===== src/rtl/cache_pkg.sv =====
// Cache-side types: memory arbiter grant states.
package cache_pkg;
  typedef enum logic [1:0] {
    IDLE = 2'd0,
    DACC = 2'd1,
    IACC = 2'd2
  } arb_state_t;
endpackage


===== src/rtl/cpu_types_pkg.sv =====
// Shared CPU-side types: the machine word and the RAM status encoding.
package cpu_types_pkg;
  typedef logic [31:0] word_t;

  typedef enum logic [1:0] {
    FREE   = 2'd0,
    BUSY   = 2'd1,
    ACCESS = 2'd2,
    ERROR  = 2'd3
  } ramstate_t;
endpackage


===== src/rtl/mem_arbiter_if.sv =====
// Cache/RAM bus seen by the memory arbiter; slave is the arbiter side,
// master is the caches plus RAM model side.
interface mem_arbiter_if #(parameter int RAM_ADDR_W = 32) ();
  logic                     dREN;
  logic                     dWEN;
  logic [RAM_ADDR_W-1:0]    daddr;
  cpu_types_pkg::word_t     dstore;
  logic                     dwait;
  cpu_types_pkg::word_t     dload;

  logic                     iREN;
  logic [RAM_ADDR_W-1:0]    iaddr;
  logic                     iwait;
  cpu_types_pkg::word_t     iload;

  logic                     ramREN;
  logic                     ramWEN;
  logic [RAM_ADDR_W-1:0]    ramaddr;
  cpu_types_pkg::word_t     ramstore;
  cpu_types_pkg::word_t     ramload;
  cpu_types_pkg::ramstate_t ramstate;

  modport slave (
    input  dREN, dWEN, daddr, dstore, iREN, iaddr, ramload, ramstate,
    output dwait, dload, iwait, iload, ramREN, ramWEN, ramaddr, ramstore
  );

  modport master (
    output dREN, dWEN, daddr, dstore, iREN, iaddr, ramload, ramstate,
    input  dwait, dload, iwait, iload, ramREN, ramWEN, ramaddr, ramstore
  );
endinterface


===== src/rtl/memarb_counter.sv =====
// 32-bit wrapping event counter, advances once per cycle while en is high.
module memarb_counter
  import cpu_types_pkg::*;
(
  input  logic  CLK,
  input  logic  nRST,
  input  logic  en,
  output word_t count
);
  always_ff @(posedge CLK or negedge nRST) begin
    if (!nRST)
      count <= '0;
    else if (en)
      count <= count + 32'd1;
  end
endmodule


===== src/rtl/mem_arbiter.sv =====
// Dcache/icache to single-RAM-port arbiter, data has fixed priority; 1-cycle grant,
// completion in the first ACCESS cycle. MEMARB_STATS_EN adds dcount/icount.
module mem_arbiter
  import cpu_types_pkg::*;
  import cache_pkg::*;
(
  input  logic         CLK,
  input  logic         nRST,
  mem_arbiter_if.slave bus,
  output logic         ram_err
`ifdef MEMARB_STATS_EN
  ,
  output word_t        dcount,
  output word_t        icount
`endif
);
  arb_state_t state;
  logic       d_req;
  logic       ram_acc;
  logic       d_done;
  logic       i_done;

  assign d_req   = bus.dREN | bus.dWEN;
  assign ram_acc = (bus.ramstate == ACCESS);
  assign d_done  = (state == DACC) && d_req && ram_acc;
  assign i_done  = (state == IACC) && bus.iREN && ram_acc;

  always_ff @(posedge CLK or negedge nRST) begin
    if (!nRST) begin
      state   <= IDLE;
      ram_err <= 1'b0;
    end else begin
      if ((state != IDLE) && (bus.ramstate == ERROR))
        ram_err <= 1'b1;
      case (state)
        IDLE: begin
          if (d_req)
            state <= DACC;
          else if (bus.iREN)
            state <= IACC;
        end
        // A dropped request and a completed one both hand the port back.
        DACC:    if (!d_req || ram_acc) state <= IDLE;
        IACC:    if (!bus.iREN || ram_acc) state <= IDLE;
        default: state <= IDLE;
      endcase
    end
  end

  always_comb begin
    bus.ramREN   = 1'b0;
    bus.ramWEN   = 1'b0;
    bus.ramaddr  = '0;
    bus.ramstore = '0;
    bus.dwait    = 1'b1;
    bus.dload    = '0;
    bus.iwait    = 1'b1;
    bus.iload    = '0;
    case (state)
      DACC: begin
        bus.ramaddr  = bus.daddr;
        bus.ramstore = bus.dstore;
        bus.ramWEN   = bus.dWEN;
        bus.ramREN   = bus.dREN & ~bus.dWEN;
        if (d_done) begin
          bus.dwait = 1'b0;
          bus.dload = bus.ramload;
        end
      end
      IACC: begin
        bus.ramaddr = bus.iaddr;
        bus.ramREN  = bus.iREN;
        if (i_done) begin
          bus.iwait = 1'b0;
          bus.iload = bus.ramload;
        end
      end
      default: ;
    endcase
  end

`ifdef MEMARB_STATS_EN
  memarb_counter u_dcount (.CLK(CLK), .nRST(nRST), .en(d_done), .count(dcount));
  memarb_counter u_icount (.CLK(CLK), .nRST(nRST), .en(i_done), .count(icount));
`endif
endmodule


===== src/flat_wrapper.sv =====
// flat-port wrapper written by rule: the top's interface ports become plain ports
module mem_arbiter_flat import cpu_types_pkg::*; import cache_pkg::*;
  (CLK, nRST, ram_err, bus_dREN, bus_dWEN, bus_daddr, bus_dstore, bus_iREN, bus_iaddr, bus_ramload, bus_ramstate, bus_dwait, bus_dload, bus_iwait, bus_iload, bus_ramREN, bus_ramWEN, bus_ramaddr, bus_ramstore);
  mem_arbiter_if #(.RAM_ADDR_W(32)) bus_i ();
  input  logic CLK;
  input  logic nRST;
  output logic ram_err;
  input wire logic [$bits(bus_i.dREN)-1:0] bus_dREN;
  input wire logic [$bits(bus_i.dWEN)-1:0] bus_dWEN;
  input wire logic [$bits(bus_i.daddr)-1:0] bus_daddr;
  input wire logic [$bits(bus_i.dstore)-1:0] bus_dstore;
  input wire logic [$bits(bus_i.iREN)-1:0] bus_iREN;
  input wire logic [$bits(bus_i.iaddr)-1:0] bus_iaddr;
  input wire logic [$bits(bus_i.ramload)-1:0] bus_ramload;
  input wire logic [$bits(bus_i.ramstate)-1:0] bus_ramstate;
  output wire logic [$bits(bus_i.dwait)-1:0] bus_dwait;
  output wire logic [$bits(bus_i.dload)-1:0] bus_dload;
  output wire logic [$bits(bus_i.iwait)-1:0] bus_iwait;
  output wire logic [$bits(bus_i.iload)-1:0] bus_iload;
  output wire logic [$bits(bus_i.ramREN)-1:0] bus_ramREN;
  output wire logic [$bits(bus_i.ramWEN)-1:0] bus_ramWEN;
  output wire logic [$bits(bus_i.ramaddr)-1:0] bus_ramaddr;
  output wire logic [$bits(bus_i.ramstore)-1:0] bus_ramstore;
  assign bus_i.dREN = bus_dREN;
  assign bus_i.dWEN = bus_dWEN;
  assign bus_i.daddr = bus_daddr;
  assign bus_i.dstore = bus_dstore;
  assign bus_i.iREN = bus_iREN;
  assign bus_i.iaddr = bus_iaddr;
  assign bus_i.ramload = bus_ramload;
  assign bus_i.ramstate = bus_ramstate;
  assign bus_dwait = bus_i.dwait;
  assign bus_dload = bus_i.dload;
  assign bus_iwait = bus_i.iwait;
  assign bus_iload = bus_i.iload;
  assign bus_ramREN = bus_i.ramREN;
  assign bus_ramWEN = bus_i.ramWEN;
  assign bus_ramaddr = bus_i.ramaddr;
  assign bus_ramstore = bus_i.ramstore;
  mem_arbiter u_core (.CLK(CLK), .nRST(nRST), .bus(bus_i), .ram_err(ram_err));
endmodule

===== config.mk =====
export PLATFORM = sky130hd
export DESIGN_NAME = mem_arbiter_flat
export DESIGN_NICKNAME = d
export VERILOG_FILES = /design/src/rtl/cache_pkg.sv /design/src/rtl/cpu_types_pkg.sv /design/src/rtl/mem_arbiter_if.sv /design/src/rtl/memarb_counter.sv /design/src/rtl/mem_arbiter.sv /design/src/flat_wrapper.sv
export SDC_FILE = /design/constraint.sdc
export NUM_CORES = 1
export LEC_CHECK = 0
export ABC_AREA = 1
export CORE_AREA = 3 3 103 105
export DETAILED_ROUTE_END_ITERATION = 8
export DIE_AREA = 0 0 106 108
export DONT_BUFFER_PORTS = 1
export GPL_ROUTABILITY_DRIVEN = 0
export PLACE_DENSITY_LB_ADDON = 0.08
export SYNTH_ARGS = -nofsm -noshare
export SYNTH_HDL_FRONTEND = slang
export SYNTH_SLANG_ARGS = --single-unit

===== constraint.sdc =====
create_clock -name CLK -period 3.1 [get_ports CLK]
set_clock_uncertainty 0.1 [all_clocks]
set_input_delay 0.31 -clock CLK [delete_from_list [all_inputs] [get_ports CLK]]
set_output_delay 0.31 -clock CLK [all_outputs]
set_load 0.02 [all_outputs]

==> summary.md <==
| Metric | Value |
|---|---|
| Row cnt | 36 |
| Worst Setup Start Kind | flip-flop |
| First-pass GRT wire length | 7860 microns |
| Total power | 1.10 mW |
| I/O pins | between 200 and 300 |
| Seq cells post-synth | 3 |
| FF+latch area | 75.1 sq um |
| Final ANT Viol Nets | 0 |
| Vias | 1,938 |
| Die area | between 10,000 and 15,000 sq um |
| Leakage | between 1 and 1.5 nW |
| Met1 wire length | around 2100 microns |
| Met3 wire len | around 660 microns |
| Die Height | 108 microns |
| Final hold violation count | 0 |
| Post-Syn Area | 1390 sq um |
| Die width | about 110 microns |
| Post-Syn Instances | approximately 320 |
| Area after DPL | around 1700 sq um |
| Setup violators final | 0 |
| Pre-Repair DR Iteration Count | 5 |
| Util after Layout | between 10% and 20% |
| CP Max Fanout | 57 |
| Worst-path clk slew | 30 ps |
| Share of layout cells above drive strength 1 | 12.4% |
| CP endpoint kind | primary output |
| Worst vdd ir | 0.184 mV |
| RSZ-0062 raised after global routing | false |
| Worst setup margin | between 500 and 600 ps |
| Clock root cell | clkbuf_8 |
| Syn avg cell area | roughly 4.3 sq um |
| H-tree Lvls | 1 |
| CTS tree | yes |
| Max Used Layer | met4 |
| WP data required | between 2000 and 3000 ps |
| Register area share after synthesis | ~5.4% |
| Total gr overflow | 0 |
| Reg2Reg Setup Slack | approximately 1100 ps |
| Wirelength per Cell | 13.2 microns |
| Total track usage | under 10% |
| Multi-input gate area | approximately 940 sq um |
| Max_slew headroom | between 30% and 40% |
| Final Critical Period | roughly 2600 ps |
| CTS buffer count | 3 |
| # DRC | 0 |
| Setup Crit Path Kind | flip-flop to primary output |
| Core ar. | about 10000 sq um |
| Post-Syn Nets | approximately 460 |
| Pwr dens | approximately 620 nW/um^2 |
| Final setup TNS | 0 ps |
| Tcrit/Tclk final | a little over four fifths |
| Total Wirelength | ~6200 microns |
| Final max-slew violation count | 0 |
| Antenna diode count | 0 |
| DPL Wire Length | roughly 5400 microns |
| Num Clock Sinks | 3 |
| Final instance area | around 1800 sq um |
| Worst Hold Class | input pin to flip-flop |
| Layout area overhead | 29.0% |
| CTS max path bufs | 2 |
| Number of port buffers | 0 |
| Worst-margin pin slew | between 1000 and 1500 ps |
| Unique masters post-synth | 13 |
| Skew-Pair Late Insertion Delay | around 220 ps |
| Max-capacitance violation count | 0 |
| Post-layout nets | a little under 500 |
| Number of global-route vias before repair | about 1,600 |
| Synth Warn # | 0 |
| Initial Util | between 10% and 20% |
| Vias per cell | 4.10 |
| Fill cell count | 1,147 |
| Met2 WL | ~3400 microns |
| Initial antenna violation count | 0 |
| DRT iter0 DRCs | 92 |
| Run status | finished, final reports clean |
| PostCTS Resize Cnt | 0 |
| Fmax | between 300 and 400 MHz |
| WP data arrival | around 2200 ps |
| Pre-CTS setup slack | 675 ps |
| Largest net degree at the start of global routing | 58 |
report_power, final:
group / switching (mW) / total (mW) / internal (mW)
sequential: 0.0106 / 0.0592 / 0.0486
clock: 0.0251 / 0.113 / 0.0876
combinational: 0.775 / 0.930 / 0.156
total: 0.810 / 1.10 / 0.292
layout make-up:
cell class	count	share of cell area (%)
Timing Repair Buffer	37	15.7
Inverter	75	15.8
Tap cell	133	9.31
Multi-Input combinational cell	221	52.5
Sequential cell	3	4.20
Clock buffer	4	2.52
registers in the layout, summed over array words and instances, names as in the netlist:
signal and flops:
u_core.ram_err 1, u_core.state 2
kinds of logic after synthesis:
family          share of synthesized area [%]
flops                                    5.42
fa+ha+maj                                4.52
compound gates                           12.6
buf+inv                                  27.0
simple gates                             50.5
cell usage in the layout (no fill, tap or decap):
cell type,Yosys,final
dlygate4sd3_1,0,1
nand4_1,2,2
a31o_2,1,1
nand3_1,4,4
nor3_2,1,1
ha_1,5,4
a21oi_1,33,33
clkbuf_8,0,3
dfrtp_1,3,3
nand2_1,107,107
nor2_1,68,68
clkbuf_1,3,1
inv_1,75,75
buf_4,0,36
ha_2,0,1
repair_timing:
| item | CTS | global route |
|---|---|---|
| endpoints found under the hold margin | 3 | 0 |
| buffers inserted | 0 | 0 |
| hold buffers | 1 | 0 |
path summary, 6_finish.rpt:
kind | start | endpoint | cells past startpoint
worst max register to register | u_core.state[1] | u_core.state[1] | 7
max in group asynchronous | nRST | u_core.ram_err | 1
worst min-delay path | bus_ramstate[0] | u_core.ram_err | 1
worst min register to register | u_core.state[0] | u_core.state[0] | 2
min in group asynchronous | nRST | u_core.state[1] | 1
worst max-delay path | u_core.state[1] | bus_ramaddr[31] | 5
routing by layer:
layer  up-vias  GRT usage [%]
met4         0           1.30
li1        951              -
met2       161           18.5
met5         -              0
met1       818           8.09
met3         8           2.69
stage by stage:
step,std cells,hold WS [ps]
detailed placement,468,-85.4
global placement,468,-85.3
finish,473,157
floorplan,319,-85.6
global route,473,159
CTS,473,154
cells in the mapped netlist, drive strengths merged:
| cell type | instances | area [sq um] |
|---|---|---|
| inv | 75 | 282 |
| nand3 | 4 | 20.0 |
| buf | 17 | 81.3 |
| nor3 | 1 | 10.0 |
| ha | 5 | 62.6 |
| nor2 | 68 | 255 |
| clkbuf | 3 | 11.3 |
| a21oi | 33 | 165 |
| dfrtp | 3 | 75.1 |
| nand4 | 2 | 12.5 |
| nand2 | 107 | 402 |
| a31o | 1 | 8.76 |
worst max-delay path, cell delays in order (launching register included):
cell     delay (ps)
dfrtp_1         400
inv_1           120
ha_2            340
buf_4           480
nand2_1         160
a21oi_1         420
Power figures use the tool's default switching activity.
